--- src/rtl/mips_pkg.sv ---
// Shared definitions for the MIPS fetch front end: state encoding, instruction
// field positions and the branch-offset helper.
package mips_pkg;

  typedef enum logic [1:0] {
    ST_IDLE  = 2'd0,
    ST_FETCH = 2'd1,
    ST_EXEC  = 2'd2,
    ST_ERROR = 2'd3
  } fetch_state_e;

  localparam int OP_MSB    = 31;
  localparam int OP_LSB    = 26;
  localparam int FUNCT_MSB = 5;
  localparam int IMM_W     = 16;
  localparam int JADDR_W   = 26;

  // Sign-extended, word-scaled branch displacement.
  function automatic logic [31:0] branch_offset(input logic [IMM_W-1:0] imm);
    return {{(32 - IMM_W - 2){imm[IMM_W-1]}}, imm, 2'b00};
  endfunction

endpackage

--- src/rtl/next_pc_calc.sv ---
// Combinational next-PC selection: jump > branch > sequential, all mod 2^32.
// Only the low JADDR_W instruction bits matter here (jump index / branch immediate).
module next_pc_calc
  import mips_pkg::*;
(
  input  logic [31:0]        pc,
  input  logic [JADDR_W-1:0] instr,
  input  logic               pcsrc,
  input  logic               jump,
  output logic [31:0]        next_pc,
  output logic [31:0]        pc_plus4
);

  logic [31:0] branch_target;
  logic [31:0] jump_target;

  assign pc_plus4      = pc + 32'd4;
  assign branch_target = pc_plus4 + branch_offset(instr[IMM_W-1:0]);
  assign jump_target   = {pc_plus4[31:28], instr, 2'b00};

  always_comb begin
    if (jump)       next_pc = jump_target;
    else if (pcsrc) next_pc = branch_target;
    else            next_pc = pc_plus4;
  end

endmodule

--- src/rtl/fetch_unit.sv ---
// Instruction-fetch stage: owns the PC, handshakes with instruction memory,
// presents the latched instruction for one EXEC phase and guards fetches with a watchdog.
module fetch_unit
  import mips_pkg::*;
#(
  parameter logic [31:0] RESET_PC       = 32'h0000_0000,
  parameter int unsigned TIMEOUT_CYCLES = 16,
  parameter int unsigned TO_W           = 8
) (
  input  logic        clk,
  input  logic        rst_n,
  input  logic        halt,
  output logic        imem_req,
  output logic [31:0] imem_addr,
  input  logic        imem_valid,
  input  logic [31:0] imem_rdata,
  output logic [31:0] instr,
  output logic [5:0]  op,
  output logic [5:0]  funct,
  output logic        instr_valid,
  output logic [31:0] pc,
  output logic [31:0] pc_plus4,
  input  logic        pcsrc,
  input  logic        jump,
  input  logic        exec_stall,
  output logic        fetch_err
);

  localparam bit            WD_EN    = (TIMEOUT_CYCLES != 0);
  localparam logic [TO_W-1:0] TO_LIMIT = TO_W'(TIMEOUT_CYCLES);

  fetch_state_e    state_q, state_d;
  logic [31:0]     pc_q, pc_d;
  logic [31:0]     instr_q, instr_d;
  logic [TO_W-1:0] cnt_q, cnt_d;
  logic [TO_W-1:0] cnt_inc;
  logic [31:0]     next_pc;

  next_pc_calc u_next_pc (
    .pc       (pc_q),
    .instr    (instr_q[JADDR_W-1:0]),
    .pcsrc    (pcsrc),
    .jump     (jump),
    .next_pc  (next_pc),
    .pc_plus4 (pc_plus4)
  );

  assign cnt_inc = cnt_q + TO_W'(1);

  always_comb begin
    // NOTE: every always_comb target gets a default first so no path infers a latch.
    state_d = state_q;
    pc_d    = pc_q;
    instr_d = instr_q;
    cnt_d   = cnt_q;
    unique case (state_q)
      ST_IDLE: if (!halt) state_d = ST_FETCH;
      ST_FETCH: begin
        // Data arriving on the timeout edge still completes the fetch.
        if (imem_valid) begin
          instr_d = imem_rdata;
          cnt_d   = '0;
          state_d = ST_EXEC;
        end else begin
          cnt_d = cnt_inc;
          if (WD_EN && (cnt_inc == TO_LIMIT)) state_d = ST_ERROR;
        end
      end
      ST_EXEC: begin
        if (!exec_stall) begin
          pc_d    = next_pc;
          state_d = halt ? ST_IDLE : ST_FETCH;
        end
      end
      ST_ERROR: state_d = ST_ERROR;
      default:  state_d = ST_IDLE;
    endcase
  end

  // NOTE: sequential state uses non-blocking assignments so every register samples pre-edge values.
  always_ff @(posedge clk or negedge rst_n) begin
    if (!rst_n) begin
      state_q <= ST_IDLE;
      pc_q    <= RESET_PC;
      instr_q <= '0;
      cnt_q   <= '0;
    end else begin
      state_q <= state_d;
      pc_q    <= pc_d;
      instr_q <= instr_d;
      cnt_q   <= cnt_d;
    end
  end

  // Handshake outputs decode straight from state so reset drops imem_req without a clock.
  assign imem_req    = (state_q == ST_FETCH);
  assign imem_addr   = pc_q;
  assign instr_valid = (state_q == ST_EXEC);
  assign fetch_err   = (state_q == ST_ERROR);
  assign pc          = pc_q;
  assign instr       = instr_q;
  assign op          = instr_q[OP_MSB:OP_LSB];
  assign funct       = instr_q[FUNCT_MSB:0];

endmodule

--- config.mk ---
export PLATFORM = sky130hd
export DESIGN_NAME = fetch_unit
export DESIGN_NICKNAME = d
export VERILOG_FILES = /design/src/rtl/mips_pkg.sv /design/src/rtl/next_pc_calc.sv /design/src/rtl/fetch_unit.sv
export SDC_FILE = /design/constraint.sdc
export NUM_CORES = 1
export LEC_CHECK = 0
export BUFFER_PORTS_ARGS = -buffer_cell sky130_fd_sc_hd__buf_2
export CORE_UTILIZATION = 52
export CTS_BUF_LIST = sky130_fd_sc_hd__clkbuf_16
export DETAILED_ROUTE_END_ITERATION = 10
export HOLD_SLACK_MARGIN = 0.1
export PLACE_DENSITY = 0.78
export SLEW_MARGIN = 30
export SYNTH_ARGS = -nofsm -noshare
export SYNTH_HDL_FRONTEND = slang
export SYNTH_SLANG_ARGS = --single-unit
--- constraint.sdc ---
create_clock -name clk -period 4.3 [get_ports clk]
set_clock_uncertainty 0.05 [all_clocks]
set_input_delay 0.43 -clock clk [delete_from_list [all_inputs] [get_ports clk]]
set_output_delay 0.43 -clock clk [all_outputs]
set_load 0.03 [all_outputs]
==> results list, run 1 <==
* Count of unresolved DRC violations after routing: 0
* Number of global-route vias before repair: between 5,000 and 6,000
- Area delta synth->final: 17.0%
- Pins Over Slew Limit: 0
* CTS H-tree depth: 3
- Count of port buffers added during placement: 175
* Mean instance size in the synthesized netlist: 8.57 µm²
- Worst setup EP type: register
* Fillers: between 800 and 900
- Synth top area share: between 30% and 40%
* HPWL after detailed placement: 11,700 µm
* Post-detailed-placement cell area: roughly 6400 µm²
* GRT Total Usage: about 28%
* Detail Route Antenna Nets: 0
- In this run the worst path has a maximum fanout of 7.
* Synth Warn #: 0
- Counting every sink on the clock net gives 72.
* Clock latency reported for the late side of the worst-skew pair: about 0.34 ns
- Detail-routed via count per cell: approximately 5.8
- For this configuration, the core starts out at a cell density of about 55%.
* Area of the die: approximately 11,000 µm²
- The run finished with clean final reports.
- In the post-synthesis netlist, the biggest area contributors are sky130_fd_sc_hd__dfrtp_1 (31%), sky130_fd_sc_hd__ha_1 (8.1%), sky130_fd_sc_hd__buf_4 (6.3%).
- Summed over all layers, the routed wires come to 15,600 µm.
* Drt initial violations: between 300 and 400
- Sequential elements use about a third of the synthesized area.
- The total overflow left after global routing is 0.
- With fillers left out, the area of the finished cells amounts to about 6700 µm².
* Most common library cell in the layout ignoring fill and taps: sky130_fd_sc_hd__buf_2
* Async S/R FF share, synth: 100%
* Final count of negative-setup-slack endpoints: 0
- Number of buffers added by the clock tree synthesis step: 9
* Total number of vias: approximately 5,400
- Row generation in the floorplan step produced 37 rows.
- Shortest period the worst path allows: 4.09 ns
- Predominant post-synthesis flop cell: sky130_fd_sc_hd__dfrtp_1
- Headroom to the max-slew limit came out at between 30% and 40%.
- Based on the critical path, the design can be clocked at up to about 0.24 GHz.
* Final number of hold-violating endpoints: 0
- For this design, the CTS-stage hold fixing added 0 buffers.
- Counting distinct cell types in the post-synthesis netlist gives approximately 60.
* Transition time of the tightest slew-check pin: 0.924 ns
- TritonCTS clock tree: yes
- Startpoint type of the worst setup path: register
- Across the run, the number of max-cap violations was 0.
- Of all cell types, the one taking the most synthesized area is sky130_fd_sc_hd__dfrtp_1.
* Number of top-level design ports: ~180
* Total negative setup slack: 0 ns
* Commonest cells after routing, fill and taps aside: sky130_fd_sc_hd__buf_2 (174), sky130_fd_sc_hd__nand2_1 (81), sky130_fd_sc_hd__dfrtp_1 (71)
* Startpoint-to-endpoint class of the critical path: register to register
* Detailed-router iteration count before antenna repair: 5
- For this run, the post-layout net count is 875.
* Antenna violations before repair: 0
- Routability Congestion: 0.922
- Critical path startpoint: imem_addr[8]
- The mapped netlist covers around 5700 µm².
* Flops & latches, synth: 72
- Post-synth EDFFs: 0
- Clock edge transition at the registers on the reported setup and hold paths: about 0.060 ns
- At the end of the flow the core is filled with cells to 63.9%.
* Die Span X: between 100 and 150 µm
* Diode insertion count for antenna repair: 0
- Data required, critical path: around 4.5 ns
- Ratio of cells with drive above 1 in the final layout: 31.1%
* Share of the cycle needed by the critical path after routing: a little over nine tenths
- Global-route wire length before repair: between 20,000 and 30,000 µm
* RSZ-0062 raised after global routing: no
- The worst hold path belongs to the class primary input to asynchronous set/reset pin.
- Number of buffers on the longest clock path: 2
- Detailed-route wire length per cell: 16.7 µm
- Entering global routing, the biggest net connects 73 pins.
* Worst r2r src: imem_addr[8]
- In this run the clock root is driven by a sky130_fd_sc_hd__clkbuf_16.
* Mapped Cells: 670
- Vertical die dimension: 107 µm
* Standard cell core area: between 10,000 and 15,000 µm²
* CP Data Arrival Time: between 4 and 5 ns
==> worst max-delay path, cell delays in order, from the launching register on <==
cell and delay [ns]:
sky130_fd_sc_hd__dfrtp_1 0.48, sky130_fd_sc_hd__nand4_1 0.15, sky130_fd_sc_hd__nor3_1 0.26, sky130_fd_sc_hd__buf_4 0.20, sky130_fd_sc_hd__nand3_1 0.12, sky130_fd_sc_hd__xnor2_2 0.20, sky130_fd_sc_hd__buf_4 0.15, sky130_fd_sc_hd__ha_1 0.26
sky130_fd_sc_hd__o21ai_0 0.26, sky130_fd_sc_hd__a21oi_1 0.12, sky130_fd_sc_hd__a221oi_1 0.37, sky130_fd_sc_hd__a2bb2oi_1 0.26, sky130_fd_sc_hd__a31oi_1 0.14, sky130_fd_sc_hd__a211o_1 0.26, sky130_fd_sc_hd__a21oi_1 0.17, sky130_fd_sc_hd__xor2_1 0.10
sky130_fd_sc_hd__or4_1 0.40, sky130_fd_sc_hd__nand3_1 0.09
==> cell usage after synthesis (3+ instances only) <==
library cell	n
sky130_fd_sc_hd__a211oi_1	9
sky130_fd_sc_hd__a21boi_0	3
sky130_fd_sc_hd__a21o_1	18
sky130_fd_sc_hd__a21oi_1	58
sky130_fd_sc_hd__a31o_2	3
sky130_fd_sc_hd__a31oi_1	4
sky130_fd_sc_hd__and2_1	4
sky130_fd_sc_hd__and3_1	8
sky130_fd_sc_hd__buf_1	3
sky130_fd_sc_hd__buf_4	48
sky130_fd_sc_hd__buf_6	3
sky130_fd_sc_hd__clkbuf_1	15
sky130_fd_sc_hd__dfrtp_1	72
sky130_fd_sc_hd__ha_1	37
sky130_fd_sc_hd__inv_1	14
sky130_fd_sc_hd__mux2_2	32
sky130_fd_sc_hd__mux2i_1	6
sky130_fd_sc_hd__nand2_1	81
sky130_fd_sc_hd__nand2b_1	4
sky130_fd_sc_hd__nand3_1	23
sky130_fd_sc_hd__nand4_1	7
sky130_fd_sc_hd__nor2_1	42
sky130_fd_sc_hd__nor2b_1	3
sky130_fd_sc_hd__nor3_1	14
sky130_fd_sc_hd__o211ai_1	3
sky130_fd_sc_hd__o21a_1	5
sky130_fd_sc_hd__o21ai_0	48
sky130_fd_sc_hd__o21bai_1	3
sky130_fd_sc_hd__o22ai_1	3
sky130_fd_sc_hd__o31ai_1	4
sky130_fd_sc_hd__or2_2	3
sky130_fd_sc_hd__or3_1	5
sky130_fd_sc_hd__or4_1	3
sky130_fd_sc_hd__xnor2_1	34
sky130_fd_sc_hd__xor2_1	17
==> kinds of logic after synthesis <==
kind of cell / count (synthesis) / synth area share, %
adders and majority gates: 38 / 8.41
xor gates and xnor gates: 51 / 7.78
buffers and inverters: 87 / 9.33
AOI/OAI and AO/OA: 178 / 19.2
DFF: 72 / 31.4
muxes: 38 / 7.32
other: 1 / 0.0653
and+or+nand+nor: 205 / 16.5
==> metal layers <==
layer,global-route usage [%],vias to the layer above,wire (µm)
met5,0,-,0
met4,11.4,0,272
met3,4.74,23,1050
met2,45.8,211,7790
met1,36.0,2598,6530
li1,-,2598,-
==> cell type report <==
type	instances	area [µm²]	share of cell area, %
Timing Repair Buffer	183	942	14.0
Sequential cell	72	1800	26.8
Tap cell	136	170	2.53
Inverter	16	60.1	0.894
Clock buffer	9	225	3.35
Clock inverter	7	37.5	0.559
Multi-Input combinational cell	516	3480	51.8
==> metrics by stage <==
| step | hold WS (ns) | worst slack (ns) | cells |
|---|---|---|---|
| 6_report | 0.0571 | 0.208 | 939 |
| 3_3_place_gp | 0.452 | 0.410 | 922 |
| 2_1_floorplan | 0.0844 | 0.112 | 675 |
| 5_1_grt | 0.118 | 0.00164 | 939 |
| 3_5_place_dp | 0.465 | 0.292 | 922 |
| 4_1_cts | 0.212 | 0.289 | 938 |
==> sequential cells by signal, summed over array words and instances, names as in the netlist <==
| register | flops |
|---|---|
| cnt_q | 8 |
| imem_addr | 30 |
| instr | 32 |
| state_q | 2 |
==> final timing paths <==
check                           endpoint  slack (ns)  cells after the start
min                             instr[5]        0.06                      1
min reg2reg                    instr[31]        0.47                      1
max                        imem_addr[31]        0.21                     17
max in group asynchronous   imem_addr[4]        3.67                      1
max reg2reg                imem_addr[31]        0.21                     17
min in group clk               instr[12]        0.27                      2
==> timing repair <==
item                       in CTS  in global routing
setup buffers                   0                  1
gates resized for setup         0                  1
setup endpoints to repair       0                  1
Power of run 1 is left out: the tool's default activity adds up to more than one toggle a clock period on the data nets, which glitch-free logic cannot reach.
==> run 2, diff against run 1 <==
- CTS_CLUSTER_SIZE: not set -> 14
- REMOVE_ABC_BUFFERS: not set -> 1
==> run 2 against run 1 <==
Global-route usage up 1.0 points. Utilization rose by 0.14 points. Final area grew 0.22%. Setup slack improved by 0.064 ns. First-iteration DRC count fell by 9.8%. Final cell count rose by 0.43%. Register-to-register slack improved by 0.06 ns. Sequential share of layout area is 0.078 points lower. Clock-buffer cell count unchanged. Sequential cell count is the same. Non-clock buffer count up 4. Critical endpoint unchanged.
==> results list, run 2 (same netlist as run 1, synthesis figures left out) <==
* Result of the run: complete, no violations
* Detailed-route wire length per cell: 17.0 µm
* Transition time of the tightest slew-check pin: 0.730 ns
- Among all stages on the critical path, the largest delay is contributed by sky130_fd_sc_hd__dfrtp_1.
- Worst r2r src: imem_addr[3]
- CTS H-tree depth: 3
- The final layout contains routed wiring with a total length of between 15,000 and 20,000 µm.
- # Max-Cap Violations: 0
- The worst setup path is launched from a register.
* Most repeated library cell on the critical path: sky130_fd_sc_hd__a21oi_1
- For this run, design rule violations remaining after detail routing come to 0.
- Crit path largest cell delay: around 0.42 ns
* Root buf cell: sky130_fd_sc_hd__clkbuf_16
- Critical path startpoint: imem_addr[3]
- Detail Route Antenna Nets: 0
- Number of placed cells counting well taps: just over 900
- In this run the critical register-to-register path is captured at imem_addr[31].
- The worst pin sits at a relative slew slack of 50.7%.
- The finished cells cover just under 7000 µm².
- Clock latency reported for the late side of the worst-skew pair: approximately 0.35 ns
* Critical path, cell by cell: ha_2 -> nand4_1 -> nor2_1 -> buf_4 -> nand2_1 -> xnor2_1 -> ha_1 -> a21oi_1 -> o211ai_1 -> a221oi_2 -> a2bb2oi_1 -> a31oi_1 -> a211o_1 -> a21oi_1 -> xor2_1 -> or4_1 -> nand3_1
* Post-detailed-placement cell area: 6420 µm²
* Number of buffers added by the clock tree synthesis step: 9
- Input and output buffers added on the ports amount to about 180.
* Starting utilization of the core area: a little over half
* CP Data Arrival Time: between 4 and 5 ns
* Commonest cells after routing, fill and taps aside: sky130_fd_sc_hd__buf_2 (174), sky130_fd_sc_hd__nand2_1 (81), sky130_fd_sc_hd__dfrtp_1 (72)
* Total area of multi-input combinational cells: ~3500 µm²
- The register with the most flip-flops in the layout has 32 of them.
* Share of the cycle needed by the critical path after routing: ~94%
- The initial antenna violation count came to 0.
- The number of setup buffers added after CTS is 0.
- Non-Filler Instances: between 900 and 1,000
- The number of cells on the worst reg-to-reg path is 17.
* Number of core rows: 37
* Number of buffers on the longest clock path: 2
- Total number of vias: between 5,000 and 6,000
- Final count of negative-setup-slack endpoints: 0
* Ratio of cells with drive above 1 in the final layout: a little under a third
* Standard cell core area: 10,500 µm²
* Number of global-route vias before repair: between 5,000 and 6,000
- Kind of path behind the tightest hold check: primary input to asynchronous set/reset pin
- The pre-antenna-repair detailed-routing pass consisted of 6 iterations.
* Data required, critical path: about 4.5 ns
- Across all register-to-register paths, the minimum setup slack is 0.27 ns.
* Number of top-level design ports: about 180
- WP buf/inv: 1
* Achievable clock frequency: around 0.25 GHz
- At the end of routability-driven placement, the weighted congestion stood at slightly above 0.9.
- Clock edge transition at the registers on the reported setup and hold paths: ~0.060 ns
* Global-route wire length before repair: 25,800 µm
- The die covers around 11,000 µm².
* Pins Over Slew Limit: 0
- Shortest period the worst path allows: between 4 and 5 ns
* Grt ovf: 0
- The worst setup path is of the register to register kind.
- TritonCTS built the clock tree.
- Most common library cell in the layout ignoring fill and taps: sky130_fd_sc_hd__buf_2
* Largest delay contributor family on the critical path: compound AO/OA/AOI/OAI gates
- The wire-length estimate of the detail-placed layout is 12,000 µm.
- The repair_antennas step left the layout with diodes totalling 0.
- Worst setup EP type: register
- Entering global routing, the biggest net connects between 70 and 80 pins.
* Detail-routed via count per cell: around 5.8
- Final number of hold-violating endpoints: 0
- Measured along the x axis, the die boundary spans roughly 110 µm.
- The critical path crosses 17 cells after its start point.
* Total number of clock tree sinks: 72
* Nets: about 900
- The filler cells instantiated in the layout total ~900.
* Critical Path Fanout Max: 8
- After the first detailed-routing iteration, the DRC count stood at approximately 300.
* Area delta synth->final: 17.3%
- Across the whole layout, storage elements account for around 1800 µm².
* RSZ-0062 raised after global routing: no
- Vertical die dimension: roughly 110 µm
- GRT Total Usage: 28.8%
- Crit path to: imem_addr[31]
[run 2: worst min path at each step]
stage / slack [ns] / end / cells after the start
global route: 0.12 / imem_addr[7] / 1
global placement: 0.45 / instr[26] / 1
finish: 0.05 / imem_addr[7] / 1
detailed placement: 0.46 / instr[26] / 1
floorplan: 0.08 / cnt_q[0] / 0
CTS: 0.22 / imem_addr[7] / 1
[run 2: area by class of cell]
type | instances | share of cell area [%]
multi-input combinational | 516 | 51.4
sequential | 72 | 26.8
inverter | 16 | 0.892
clock buffer | 9 | 3.35
tap | 136 | 2.53
timing repair buffer | 187 | 14.4
clock inverter | 7 | 0.669
[run 2: metrics by stage]
step | worst slack [ns] | hold WS (ns) | utilization (%) | setup TNS (ns)
after floorplan | -0.341 | 0.0844 | - | -0.735
after global placement | 0.354 | 0.455 | 61.1 | 0
after detailed placement | 0.172 | 0.463 | 61.1 | 0
after CTS | 0.156 | 0.220 | 63.7 | 0
after global routing | 0.00721 | 0.116 | 64.1 | 0
final | 0.272 | 0.0486 | 64.1 | 0
[run 2: worst register-to-register path, delay by kind of cell, from the launching register on]
kind / cells / cell delay [ns]
flops: 1 / 0.42
buf+inv: 1 / 0.16
simple gates: 5 / 0.88
xor+xnor: 2 / 0.32
compound gates: 7 / 1.50
fa+ha+maj: 2 / 0.62
[run 2: timing repair]
item | 4_1_cts | 5_1_grt
resized for setup | 0 | 6
setup endpoints to repair | 0 | 2
hold buffers | 0 | 0
[run 2: per-layer routing]
| metal | vias to the layer above | global-route usage, % | wire length [µm] |
|---|---|---|---|
| li1 | 2589 | - | - |
| met1 | 2588 | 36.2 | 6580 |
| met2 | 235 | 49.0 | 7950 |
| met3 | 23 | 5.17 | 1200 |
| met4 | 0 | 10.8 | 275 |
| met5 | - | 0 | 0 |
Power of run 2 is left out for the same reason.
